`src/rtl/yadder_seq_pkg.sv`:
```
// Shared definitions for the multi-cycle add/subtract unit: FSM encodings,
// flag bundle and the counter-width helper.
package yadder_seq_pkg;

    localparam logic [1:0] ST_IDLE = 2'd0;
    localparam logic [1:0] ST_RUN  = 2'd1;
    localparam logic [1:0] ST_DONE = 2'd2;

    typedef struct packed {
        logic cout;
        logic ovf;
        logic zero;
    } flags_t;

    // Chunk index width; a single-chunk build still gets a 1-bit counter.
    function automatic int idx_width(input int n);
        return (n > 1) ? $clog2(n) : 1;
    endfunction

endpackage

```
`src/rtl/yadder_seq_if.sv`:
```
// Request/response bundle of yadder_seq: operands and start in, result, flags
// and ready/done handshake out.
interface yadder_seq_if #(
    parameter int SIZE = 32
);
    logic            start;
    logic            sub;
    logic [SIZE-1:0] a;
    logic [SIZE-1:0] b;
    logic            cin;
    logic            ready;
    logic            done;
    logic [SIZE-1:0] z;
    logic            cout;
    logic            ovf;
    logic            zero;

    modport master (
        output start, sub, a, b, cin,
        input  ready, done, z, cout, ovf, zero
    );

    modport slave (
        input  start, sub, a, b, cin,
        output ready, done, z, cout, ovf, zero
    );

endinterface

```
`src/rtl/yadder_seq_chunk_add.sv`:
```
// Combinational CHUNK-bit ripple adder built from full-adder cells; also
// exposes the carry into its MSB for signed-overflow detection.
module y_chunk_add #(
    parameter int CHUNK = 8
) (
    input  logic [CHUNK-1:0] i_a,
    input  logic [CHUNK-1:0] i_b,
    input  logic             i_cin,
    output logic [CHUNK-1:0] o_sum,
    output logic             o_cout,
    output logic             o_c_msb
);

    logic [CHUNK:0] w_c;

    assign w_c[0] = i_cin;

    for (genvar k = 0; k < CHUNK; k++) begin : g_fa
        assign o_sum[k]   = i_a[k] ^ i_b[k] ^ w_c[k];
        assign w_c[k+1]   = (i_a[k] & i_b[k]) | (i_a[k] & w_c[k]) | (i_b[k] & w_c[k]);
    end

    assign o_cout  = w_c[CHUNK];
    assign o_c_msb = w_c[CHUNK-1];

endmodule

```
`src/rtl/yadder_seq.sv`:
```
// Multi-cycle SIZE-bit add/subtract: one CHUNK-bit slice per clock through a
// single ripple chunk adder, carry held in a register between slices.
module yadder_seq
    import yadder_seq_pkg::*;
#(
    parameter int SIZE  = 32,
    parameter int CHUNK = 8
) (
    input  logic         clk,
    input  logic         rst,
    yadder_seq_if.slave  bus
);

    localparam int N     = SIZE / CHUNK;
    localparam int IDX_W = idx_width(N);

    if (SIZE % CHUNK != 0) begin : g_size_check
        $error("yadder_seq: SIZE (%0d) must be a multiple of CHUNK (%0d)", SIZE, CHUNK);
    end

    logic [1:0]       r_state;
    logic [IDX_W-1:0] r_idx;
    logic [SIZE-1:0]  r_a;
    logic [SIZE-1:0]  r_b;
    logic [SIZE-1:0]  r_acc;
    logic             r_carry;
    logic [SIZE-1:0]  r_z;
    flags_t           r_flags;

    logic [CHUNK-1:0] w_sum;
    logic             w_cout;
    logic             w_c_msb;
    logic [SIZE-1:0]  w_acc_next;
    logic             w_last;

    // Operands shift right each cycle so the active slice is always at bit 0.
    y_chunk_add #(
        .CHUNK (CHUNK)
    ) u_chunk_add (
        .i_a     (r_a[CHUNK-1:0]),
        .i_b     (r_b[CHUNK-1:0]),
        .i_cin   (r_carry),
        .o_sum   (w_sum),
        .o_cout  (w_cout),
        .o_c_msb (w_c_msb)
    );

    // New slice enters at the top; after N cycles the full result is aligned.
    assign w_acc_next = SIZE'({w_sum, r_acc} >> CHUNK);
    assign w_last     = (r_idx == IDX_W'(N - 1));

    // NOTE: state registers use non-blocking assignments so every register
    // samples pre-edge values regardless of statement order.
    always_ff @(posedge clk or posedge rst) begin
        if (rst) begin
            r_state <= ST_IDLE;
            r_idx   <= '0;
            r_a     <= '0;
            r_b     <= '0;
            r_acc   <= '0;
            r_carry <= 1'b0;
            r_z     <= '0;
            r_flags <= '0;
        end else begin
            case (r_state)
                ST_IDLE, ST_DONE: begin
                    if (bus.start) begin
                        // Subtract is a + ~b + 1; the +1 rides in on the carry.
                        r_a     <= bus.a;
                        r_b     <= bus.b ^ {SIZE{bus.sub}};
                        r_carry <= bus.sub | bus.cin;
                        r_idx   <= '0;
                        r_state <= ST_RUN;
                    end else begin
                        r_state <= ST_IDLE;
                    end
                end
                ST_RUN: begin
                    r_a     <= r_a >> CHUNK;
                    r_b     <= r_b >> CHUNK;
                    r_acc   <= w_acc_next;
                    r_carry <= w_cout;
                    r_idx   <= r_idx + 1'b1;
                    if (w_last) begin
                        r_state      <= ST_DONE;
                        r_z          <= w_acc_next;
                        r_flags.cout <= w_cout;
                        r_flags.ovf  <= w_c_msb ^ w_cout;
                        r_flags.zero <= (w_acc_next == '0);
                    end
                end
                default: r_state <= ST_IDLE;
            endcase
        end
    end

    assign bus.ready = (r_state != ST_RUN);
    assign bus.done  = (r_state == ST_DONE);
    assign bus.z     = r_z;
    assign bus.cout  = r_flags.cout;
    assign bus.ovf   = r_flags.ovf;
    assign bus.zero  = r_flags.zero;

endmodule

```
`src/flat_wrapper.sv`:
```
// flat-port wrapper written by rule: the top's interface ports become plain ports
module yadder_seq_flat import yadder_seq_pkg::*;
#(
    parameter int SIZE  = 32,
    parameter int CHUNK = 8
)
  (clk, rst, bus_start, bus_sub, bus_a, bus_b, bus_cin, bus_ready, bus_done, bus_z, bus_cout, bus_ovf, bus_zero);
  yadder_seq_if #(.SIZE(SIZE)) bus_i ();
  input  logic clk;
  input  logic rst;
  input wire logic [$bits(bus_i.start)-1:0] bus_start;
  input wire logic [$bits(bus_i.sub)-1:0] bus_sub;
  input wire logic [$bits(bus_i.a)-1:0] bus_a;
  input wire logic [$bits(bus_i.b)-1:0] bus_b;
  input wire logic [$bits(bus_i.cin)-1:0] bus_cin;
  output wire logic [$bits(bus_i.ready)-1:0] bus_ready;
  output wire logic [$bits(bus_i.done)-1:0] bus_done;
  output wire logic [$bits(bus_i.z)-1:0] bus_z;
  output wire logic [$bits(bus_i.cout)-1:0] bus_cout;
  output wire logic [$bits(bus_i.ovf)-1:0] bus_ovf;
  output wire logic [$bits(bus_i.zero)-1:0] bus_zero;
  assign bus_i.start = bus_start;
  assign bus_i.sub = bus_sub;
  assign bus_i.a = bus_a;
  assign bus_i.b = bus_b;
  assign bus_i.cin = bus_cin;
  assign bus_ready = bus_i.ready;
  assign bus_done = bus_i.done;
  assign bus_z = bus_i.z;
  assign bus_cout = bus_i.cout;
  assign bus_ovf = bus_i.ovf;
  assign bus_zero = bus_i.zero;
  yadder_seq #(.SIZE(SIZE), .CHUNK(CHUNK)) u_core (.clk(clk), .rst(rst), .bus(bus_i));
endmodule
```
`config.mk`:
```
export PLATFORM = sky130hd
export DESIGN_NAME = yadder_seq_flat
export DESIGN_NICKNAME = d
export VERILOG_FILES = /design/src/rtl/yadder_seq_pkg.sv /design/src/rtl/yadder_seq_if.sv /design/src/rtl/yadder_seq_chunk_add.sv /design/src/rtl/yadder_seq.sv /design/src/flat_wrapper.sv
export SDC_FILE = /design/constraint.sdc
export NUM_CORES = 1
export LEC_CHECK = 0
export ABC_AREA = 1
export BUFFER_PORTS_ARGS = -buffer_cell sky130_fd_sc_hd__buf_2
export CORE_ASPECT_RATIO = 0.6
export CORE_MARGIN = 2
export CORE_UTILIZATION = 29
export CTS_BUF_LIST = sky130_fd_sc_hd__clkbuf_4
export DETAILED_ROUTE_END_ITERATION = 7
export PLACE_DENSITY = 0.54
export SETUP_SLACK_MARGIN = 0.3
export SLEW_MARGIN = 25
export SYNTH_ARGS = -nofsm -noshare
export SYNTH_HDL_FRONTEND = slang
export SYNTH_SLANG_ARGS = --single-unit
export TNS_END_PERCENT = 20
```
`constraint.sdc`:
```
create_clock -name clk -period 6.05 [get_ports clk]
set_input_delay 0.605 -clock clk [delete_from_list [all_inputs] [get_ports clk]]
set_output_delay 0.605 -clock clk [all_outputs]
set_load 0.02 [all_outputs]
```
==> run_results.csv, run 1 <==
group,metric,value,unit
run_status,status,"finished clean",
critical_path,rr_worst_depth,17,
final_layout,layout.nets,756,
sta,post-route-period-util,73.9,%
power_and_ir_drop,leakagePower,3.19,nW
critical_path,path_max_fanout,3,
logic_synthesis,syn_avg_cell_area,9.82,um^2
route,wl_per_cell,14.6,um
global_routing,grt_start_max_net_pins,81,
logic_synthesis,synth_top_family_by_area,"compound AO/OA/AOI/OAI gates",
critical_path,cp.required,6510,ps
placed_design,placed_cell_area,0.00643,mm^2
sta,setup_tns,0,ps
route,vias,4214,
logic_synthesis,synth-compound-area-share,15.9,%
sta,fmax,0.224,GHz
route,wl,13.9,mm
critical_path,crit_type,"reg2reg",
route,ant_nets,0,
clocking,clk-insertion-delay-late,540,ps
floorplanning,ioPinCount,106,
final_layout,fillers,2052,
logic_synthesis,synth_flop_cell,"dfrtp_1",
sta,clock_skew,19.9,ps
route,drt-met1-wl,7.73,mm
sta,finalMaxSlewViolations,0,
final_layout,final_area,0.00672,mm^2
power_and_ir_drop,peakVddDrop,0.182,mV
floorplanning,die_w,186,um
route,vias_per_cell,4.40,
logic_synthesis,synth_nets,662,
logic_synthesis,yosys.area_share.xor_xnor,4.43,%
clocking,cts_tree,"built",
global_routing,gr-total-overflow,0,
logic_synthesis,synth_edf_count,0,
floorplanning,placementRows,39,
sta,hold_viol,0,
final_layout,antennaDiodeCount,0,
global_routing,grt_pass1_wl,23.2,mm
power_and_ir_drop,powerDensity,552,mW/mm^2
global_routing,grt_pass1_vias,4275,
logic_synthesis,syn_inst,584,
sta,rsz0062_at_grt,"no",
clocking,post-cts-setup-buffers,0,
logic_synthesis,syn-cell-area,0.00574,mm^2
logic_synthesis,synth-simple-area-share,12.8,%
logic_synthesis,synth.largest_area_cell,"dfrtp_1",
route,maxUsedRoutingLayer,"met4",
clocking,clkTransAtPathRegs,140,ps
critical_path,endpoint_kind,"register",
final_layout,final_cell_mix,"164 x nand2_1, 128 x dfrtp_1, 105 x buf_2",
clocking,h-tree-depth,4,
logic_synthesis,async_flop_share,100,%
placed_design,io_buffers,105,
clocking,ctsResizeCount,0,
logic_synthesis,yosysUniqueCellTypes,29,
floorplanning,fp.dieArea,0.0210,mm^2
route,drcViolationCount,0,
placed_design,gp_congestion,0.760,
clocking,clk_path_buf_depth,2,
logic_synthesis,yosys.area.top_type_share,55.8,%
logic_synthesis,yosysWarnings,0,
sta,setup-violations-final,0,
final_layout,layout_commonest_cell,"nand2_1",
critical_path,start_kind,"register",
job,drv_cap,0,
floorplanning,start_util,29.8,%
placed_design,place_hpwl,9.42,mm
clocking,clkSinkCount,128,
floorplanning,die_y,113,um
global_routing,grt_usage,14.4,%
min_path,hold_path_class,"in2async",
sta,worstMarginPinSlew,1040,ps
final_layout,layout-drive-gt1-share,24.2,%
route,dr_wl_met2,5.44,mm
route,route.met3.wl,659,um
route,drt_first_pass_iters,4,
route,dr.first_iter.drc_count,237,
sta,period_needed,4470,ps
final_layout,area_delta_synth_final,17.1,%
logic_synthesis,synthTopCellsByArea,"dfrtp_1 56%, nand2_1 11%, o21ai_0 4.5%, inv_1 4.5%, xnor2_1 4.3%",
logic_synthesis,synthAdderAreaFrac,3.01,%
sta,slew_headroom,30.3,%
clocking,holdBufCountCts,0,
global_routing,antenna_found_initial,0,
logic_synthesis,yosys_register_bits,128,
critical_path,critPathArrivalTime,4930,ps
floorplanning,fp.coreArea,0.0192,mm^2
logic_synthesis,synthMuxAreaShare,0,%
logic_synthesis,synth_seq_area_share,55.8,%
clocking,numCtsBuffers,17,
clocking,root_buffer,"clkbuf_4",
metrics by stage:
stage | total power [mW] | util (%) | setup slack [ps] | hold WS, ps | instances
6_report | 3.71 | 34.9 | 1580 | 145 | 957
5_1_grt | 4.06 | 34.9 | 1260 | 162 | 957
4_1_cts | 3.76 | 34.9 | 1540 | 124 | 957
3_5_place_dp | 3.13 | 33.4 | 1540 | 464 | 925
3_3_place_gp | 3.12 | 33.4 | 1570 | 460 | 925
2_1_floorplan | 2.68 | - | 1770 | 453 | 584
area by class of cell:
| type | instances | area (um^2) | share of cell area, % |
|---|---|---|---|
| clock buffer | 17 | 128 | 1.90 |
| timing repair buffer | 109 | 556 | 8.27 |
| clock inverter | 15 | 163 | 2.42 |
| tap | 266 | 333 | 4.95 |
| multi-input combinational | 352 | 2070 | 30.8 |
| sequential | 128 | 3200 | 47.7 |
| inverter | 70 | 265 | 3.95 |
Yosys cell counts (2+ instances only):
cell type,number
o221ai_1,15
inv_1,68
buf_6,5
dfrtp_1,128
buf_2,20
nand3_1,2
o221ai_2,13
o211ai_1,20
buf_4,2
a21oi_1,4
o21ai_0,51
a22o_1,2
fa_1,8
nor2_1,17
o22ai_2,4
nand2_1,164
xnor2_1,28
nand2_2,2
inv_2,2
o21ai_1,14
clkbuf_1,7
sequential cells by signal (all words and copies together), names as in the netlist:
signal and cells:
u_core.bus.z 32, u_core.r_a 32, u_core.r_b 32, u_core.r_acc 24
u_core.r_idx 2, u_core.r_state 2, u_core.bus.cout 1, u_core.bus.ovf 1
u_core.bus.zero 1, u_core.r_carry 1
kinds of logic after synthesis:
logic type / after synthesis
AO/OA/AOI/OAI: 125
AND/OR/NAND/NOR: 189
XOR/XNOR: 29
adder cells (fa/ha/maj): 9
flip-flops: 128
buffers and inverters: 104
critical path: stages (launching register included):
cell     delay [ps]
dfrtp_1         380
inv_1           100
fa_1            200
inv_1            70
fa_1            440
fa_1            460
fa_1            460
fa_1            460
fa_1            460
fa_1            460
inv_1           100
fa_1            440
nand3_1         110
nor2_1           40
nand2_1          90
nor2_1           40
nand2_1          50
nand2_1          40
layer usage:
layer / up-vias / track usage, %
met5: - / 0
met4: 0 / 4.25
met3: 10 / 3.09
met2: 97 / 19.5
met1: 2017 / 22.8
li1: 2090 / -
final timing paths:
check	endpoint	slack [ps]	startpoint
max	u_core.bus.zero	1580	u_core.r_carry
min	u_core.bus.z[24]	140	rst
max reg2reg	u_core.bus.zero	1580	u_core.r_carry
min reg2reg	u_core.r_idx[0]	490	u_core.r_idx[0]
max in group asynchronous	u_core.r_a[0]	4880	rst
min in group clk	u_core.r_a[25]	260	bus_a[25]
where the power goes:
part / leakage (nW) / total [mW] / internal [mW] / switching, mW
Combinational: 1.42 / 1.64 / 0.556 / 1.08
Clock: 0.154 / 0.613 / 0.225 / 0.388
Sequential: 1.62 / 1.45 / 1.25 / 0.205
Total: 3.19 / 3.71 / 2.03 / 1.68
(Power assumes the default switching activity.)
==> run 2, diff against run 1 <==
==> constraint.sdc (replaced) <==
create_clock -name clk -period 4.7 [get_ports clk]
set_input_delay 0.47 -clock clk [delete_from_list [all_inputs] [get_ports clk]]
set_output_delay 0.47 -clock clk [all_outputs]
set_load 0.02 [all_outputs]
==> run 2 against run 1 <==
Against the previous run:
- non-clock buffer count increased by 1
- critical path type unchanged
- via count decreased by 0.52%
- register-to-register slack got worse by 1000 ps
==> run_results.csv, run 2 (synthesis gave the netlist of run 1 again) <==
group,metric,value,unit
critical_path,r2r-start,"u_core.r_b[0]",
critical_path,endpoint_kind,"register",
global_routing,gr-total-overflow,0,
clocking,numCtsBuffers,17,
power_and_ir_drop,leakagePower,3.17,nW
route,wl_per_cell,14.7,um
clocking,h-tree-depth,4,
global_routing,grt_pass1_wl,23.1,mm
global_routing,grt_usage,14.3,%
clocking,clkSinkCount,128,
final_layout,layout-drive-gt1-share,25.7,%
placed_design,io_buffers,105,
sta,fmax,0.242,GHz
sta,slew_headroom,37.6,%
global_routing,grt_start_max_net_pins,76,
final_layout,final_cell_mix,"164 x nand2_1, 128 x dfrtp_1, 105 x buf_2",
placed_design,place_hpwl,9.65,mm
clocking,clkTransAtPathRegs,140,ps
route,ant_nets,0,
clocking,post-cts-setup-buffers,0,
power_and_ir_drop,power,4.82,mW
sta,worstMarginPinSlew,930,ps
sta,setup_tns,0,ps
sta,hold_viol,0,
route,drt_first_pass_iters,4,
clocking,clk_path_buf_depth,2,
sta,clock_skew,16.0,ps
critical_path,start_kind,"register",
final_layout,layout.nets,757,
floorplanning,start_util,29.8,%
job,drv_cap,0,
route,drcViolationCount,0,
route,vias_per_cell,4.38,
critical_path,critPathLaunch,"u_core.r_b[0]",
route,vias,4192,
power_and_ir_drop,powerDensity,714,mW/mm^2
final_layout,area_delta_synth_final,17.6,%
clocking,cts_tree,"built",
floorplanning,die_w,186,um
global_routing,antenna_found_initial,0,
clocking,clk-insertion-delay-late,530,ps
clocking,holdBufCountCts,0,
floorplanning,placementRows,39,
critical_path,cp.required,5130,ps
floorplanning,fp.coreArea,0.0192,mm^2
sta,rsz0062_at_grt,"no",
placed_design,gp_congestion,0.758,
global_routing,grt_pass1_vias,4240,
critical_path,crit_type,"reg2reg",
final_layout,stdcell_count,958,
route,wl,14.1,mm
final_layout,layout_commonest_cell,"nand2_1",
power_and_ir_drop,peakVddDrop,0.334,mV
route,dr.first_iter.drc_count,230,
run_status,status,"finished clean",
final_layout,fillers,2045,
sta,finalMaxSlewViolations,0,
floorplanning,die_y,113,um
clocking,root_buffer,"clkbuf_4",
min_path,hold_path_class,"in2async",
floorplanning,ioPinCount,106,
critical_path,path_max_fanout,3,
critical_path,critPathArrivalTime,4560,ps
sta,period_needed,4130,ps
final_layout,antennaDiodeCount,0,
sta,post-route-period-util,88.0,%
floorplanning,fp.dieArea,0.0210,mm^2
placed_design,place_inst,926,
sta,setup-violations-final,0,
[run 2: changes by cell type in the layout (fill, tap and decap cells not counted), sizes merged]
cell / change
clkinvlp: +3
buf: +1
bufinv: +1
inv: -7
clkinv: +3
[run 2: layer usage]
metal | share of wire [%] | wire, um | up-vias | GRT usage (%)
met2 | 40 | 5620 | 108 | 19.6
met3 | 5.5 | 780 | 13 | 3.06
met4 | 1.0 | 142 | 0 | 4.09
met5 | 0 | 0 | - | 0
met1 | 54 | 7530 | 1979 | 22.4
li1 | - | - | 2092 | -
[run 2: power by group]
part           leakage, nW  switching, mW  internal (mW)
registers             1.62          0.262           1.61
logic                 1.41           1.41          0.746
clock network        0.141          0.465          0.320
[run 2: worst paths after layout]
kind	to	slack, ps	depth (start not counted)
worst max-delay path	u_core.bus.zero	570	17
worst min-delay path	u_core.bus.z[12]	30	2
worst max register to register	u_core.bus.zero	570	17
worst min register to register	u_core.r_b[0]	490	2
max in group asynchronous	u_core.r_b[5]	3650	3
min in group clk	u_core.r_a[21]	140	3
[run 2: metrics by stage]
stage / utilization (%) / cell area (um^2) / hold slack [ps] / setup WS, ps
after global placement: 33.5 / 6440 / 462 / 223
after detailed placement: 33.5 / 6440 / 460 / 207
after global routing: 35.1 / 6740 / 46.8 / 304
after CTS: 35.0 / 6730 / 104 / 351
final: 35.1 / 6740 / 31.7 / 566
after floorplan: - / 5740 / 453 / 424
[run 2: critical path, stage by stage (launching register included)]
cell	delay [ps]
dfrtp_1	390
inv_2	70
fa_1	170
inv_1	60
fa_2	410
fa_2	400
fa_2	400
fa_2	410
fa_2	410
fa_2	400
inv_1	90
fa_2	450
nand3_1	100
nor2_1	40
nand2_1	80
nor2_1	40
nand2_1	40
nand2_1	40
[run 2: cell type report]
cell class	count	area [um^2]	share of cell area, %
tap	266	333	4.94
timing repair buffer	110	563	8.35
clock buffer	17	128	1.89
clock inverter	15	160	2.37
sequential	128	3200	47.5
multi-input combinational	352	2090	31.0
inverter	70	268	3.97
[run 2: timing repair]
item / in CTS / in global routing
pin swaps: 0 / 0
hold endpoints to repair: 0 / 0
resized for setup: 3 / 7
setup endpoints to repair: 1 / 2
==> run 3, diff against run 2 <==
--- a/config.mk
+++ b/config.mk
@@ -12,6 +12,7 @@
 export CORE_UTILIZATION = 29
 export CTS_BUF_LIST = sky130_fd_sc_hd__clkbuf_4
 export DETAILED_ROUTE_END_ITERATION = 7
+export HOLD_SLACK_MARGIN = 0.12
 export PLACE_DENSITY = 0.54
 export SETUP_SLACK_MARGIN = 0.3
 export SLEW_MARGIN = 25
==> run 3 against run 2 <==
Against the previous run:
- first-iteration DRC count increased by 3.0%
- flip-flop and latch count unchanged
- register-to-register slack about the same
- setup slack about the same
- largest power group unchanged
- highest routed layer unchanged
==> run_results.csv, run 3 (synthesis gave the netlist of run 1 again) <==
group,metric,value,unit
route,wl,14.2,mm
route,wl_per_cell,14.6,um
critical_path,crit-reg2reg-capture,"u_core.bus.zero",
route,ant_nets,0,
final_layout,antennaDiodeCount,0,
sta,clock_skew,16.2,ps
clocking,clk-insertion-delay-late,530,ps
min_path,hold_path_class,"in2reg",
power_and_ir_drop,leakagePower,3.24,nW
floorplanning,fp.dieArea,0.0210,mm^2
clocking,cts_tree,"built",
sta,finalMaxSlewViolations,0,
sta,slew_headroom,37.5,%
global_routing,grt_pass1_vias,4262,
clocking,h-tree-depth,4,
critical_path,r2r_slack,570,ps
final_layout,final_cell_mix,"164 x nand2_1, 128 x dfrtp_1, 105 x buf_2",
sta,fmax,0.242,GHz
global_routing,grt_start_max_net_pins,76,
global_routing,gr-total-overflow,0,
critical_path,cp_top_family,"adder cells",
job,drv_cap,0,
critical_path,start_kind,"register",
final_layout,layout.nets,772,
sta,hold_viol,0,
power_and_ir_drop,peakVddDrop,0.332,mV
critical_path,critPathMostFrequentCell,"fa_2",
global_routing,antenna_found_initial,0,
final_layout,layout-drive-gt1-share,25.2,%
route,vias_per_cell,4.34,
placed_design,io_buffers,105,
final_layout,stdcell_count,973,
floorplanning,placementRows,39,
critical_path,max_stage_delay,450,ps
final_layout,layout_commonest_cell,"nand2_1",
min_path,holdPathStages,3,
global_routing,grt_usage,14.4,%
floorplanning,fp.coreArea,0.0192,mm^2
critical_path,path_max_fanout,3,
clocking,root_buffer,"clkbuf_4",
min_path,min_from,"bus_a[28]",
critical_path,crit_buf_inv,3,
sta,setup_tns,0,ps
clocking,numCtsBuffers,17,
sta,rsz0062_at_grt,"no",
placed_design,gp_congestion,0.758,
critical_path,crit_type,"reg2reg",
placed_design,place_hpwl,9.65,mm
critical_path,r2r-start,"u_core.r_b[0]",
run_status,status,"finished clean",
placed_design,preCtsSetupSlack,207,ps
route,vias,4220,
route,drcViolationCount,0,
floorplanning,start_util,29.8,%
final_layout,utilization,35.9,%
floorplanning,die_y,113,um
power_and_ir_drop,powerDensity,699,mW/mm^2
power_and_ir_drop,power,4.82,mW
placed_design,placed_cell_area,0.00644,mm^2
clocking,clkTransAtPathRegs,130,ps
critical_path,rr_worst_depth,17,
floorplanning,die_w,186,um
clocking,clk_path_buf_depth,2,
critical_path,cp.required,5130,ps
final_layout,final_area,0.00689,mm^2
sta,whs,147,ps
floorplanning,ioPinCount,106,
sta,setup-violations-final,0,
route,drt_first_pass_iters,5,
global_routing,grt_pass1_wl,23.1,mm
critical_path,critPathArrivalTime,4560,ps
min_path,hold_end,"u_core.r_a[28]",
final_layout,area_delta_synth_final,20.2,%
sta,post-route-period-util,88.0,%
critical_path,path_cells,"inv_2, fa_1, inv_1, fa_2, fa_2, fa_2, fa_2, fa_2, fa_2, inv_1, fa_2, nand3_1, nor2_1, nand2_1, nor2_1, nand2_1, nand2_1",
critical_path,crit_slowest_cell,"fa_2",
clocking,post-cts-setup-buffers,0,
sta,fin_ws,566,ps
clocking,clkSinkCount,128,
placed_design,place_inst,926,
sta,period_needed,4130,ps
sta,worstMarginPinSlew,932,ps
route,dr.first_iter.drc_count,237,
critical_path,endpoint_kind,"register",
==> run 3: worst reg2reg max path: stages (launching register included) <==
cell,delay [ps]
dfrtp_1,390
inv_2,70
fa_1,170
inv_1,60
fa_2,410
fa_2,410
fa_2,400
fa_2,410
fa_2,410
fa_2,400
inv_1,90
fa_2,450
nand3_1,100
nor2_1,50
nand2_1,80
nor2_1,40
nand2_1,40
nand2_1,40
==> run 3: worst max-delay path by stage <==
| stage | startpoint | end | slack [ps] | cells past startpoint |
|---|---|---|---|---|
| floorplan | u_core.r_carry | u_core.bus.zero | 420 | 17 |
| global placement | u_core.r_carry | u_core.bus.zero | 220 | 17 |
| detailed placement | u_core.r_carry | u_core.bus.zero | 210 | 17 |
| CTS | u_core.r_b[0] | u_core.bus.zero | 350 | 17 |
| global route | u_core.r_b[0] | u_core.bus.zero | 300 | 17 |
| finish | u_core.r_b[0] | u_core.bus.zero | 570 | 17 |
==> run 3: routing by layer <==
layer,vias up,wire length [um],global-route usage [%]
met4,0,104,4.09
li1,2123,-,-
met2,95,5740,19.8
met1,1990,7610,22.4
met3,12,721,3.03
met5,-,0,0
==> run 3: layout make-up <==
class	count	area [um^2]
multi-input combinational	352	2090
clock inverter	15	160
timing repair buffer	125	713
tap	266	333
fill	2035	12300
sequential	128	3200
inverter	70	268
clock buffer	17	128
==> run 3: repair_timing <==
item / CTS / global route
setup endpoints to repair: 1 / 2
endpoints found under the hold margin: 12 / 65
gates resized for setup: 3 / 7
hold buffers: 12 / 3
==> run 3: power breakdown <==
part / leakage (nW) / internal [mW] / switching (mW)
clock network: 0.141 / 0.321 / 0.463
logic: 1.48 / 0.753 / 1.42
registers: 1.62 / 1.61 / 0.261
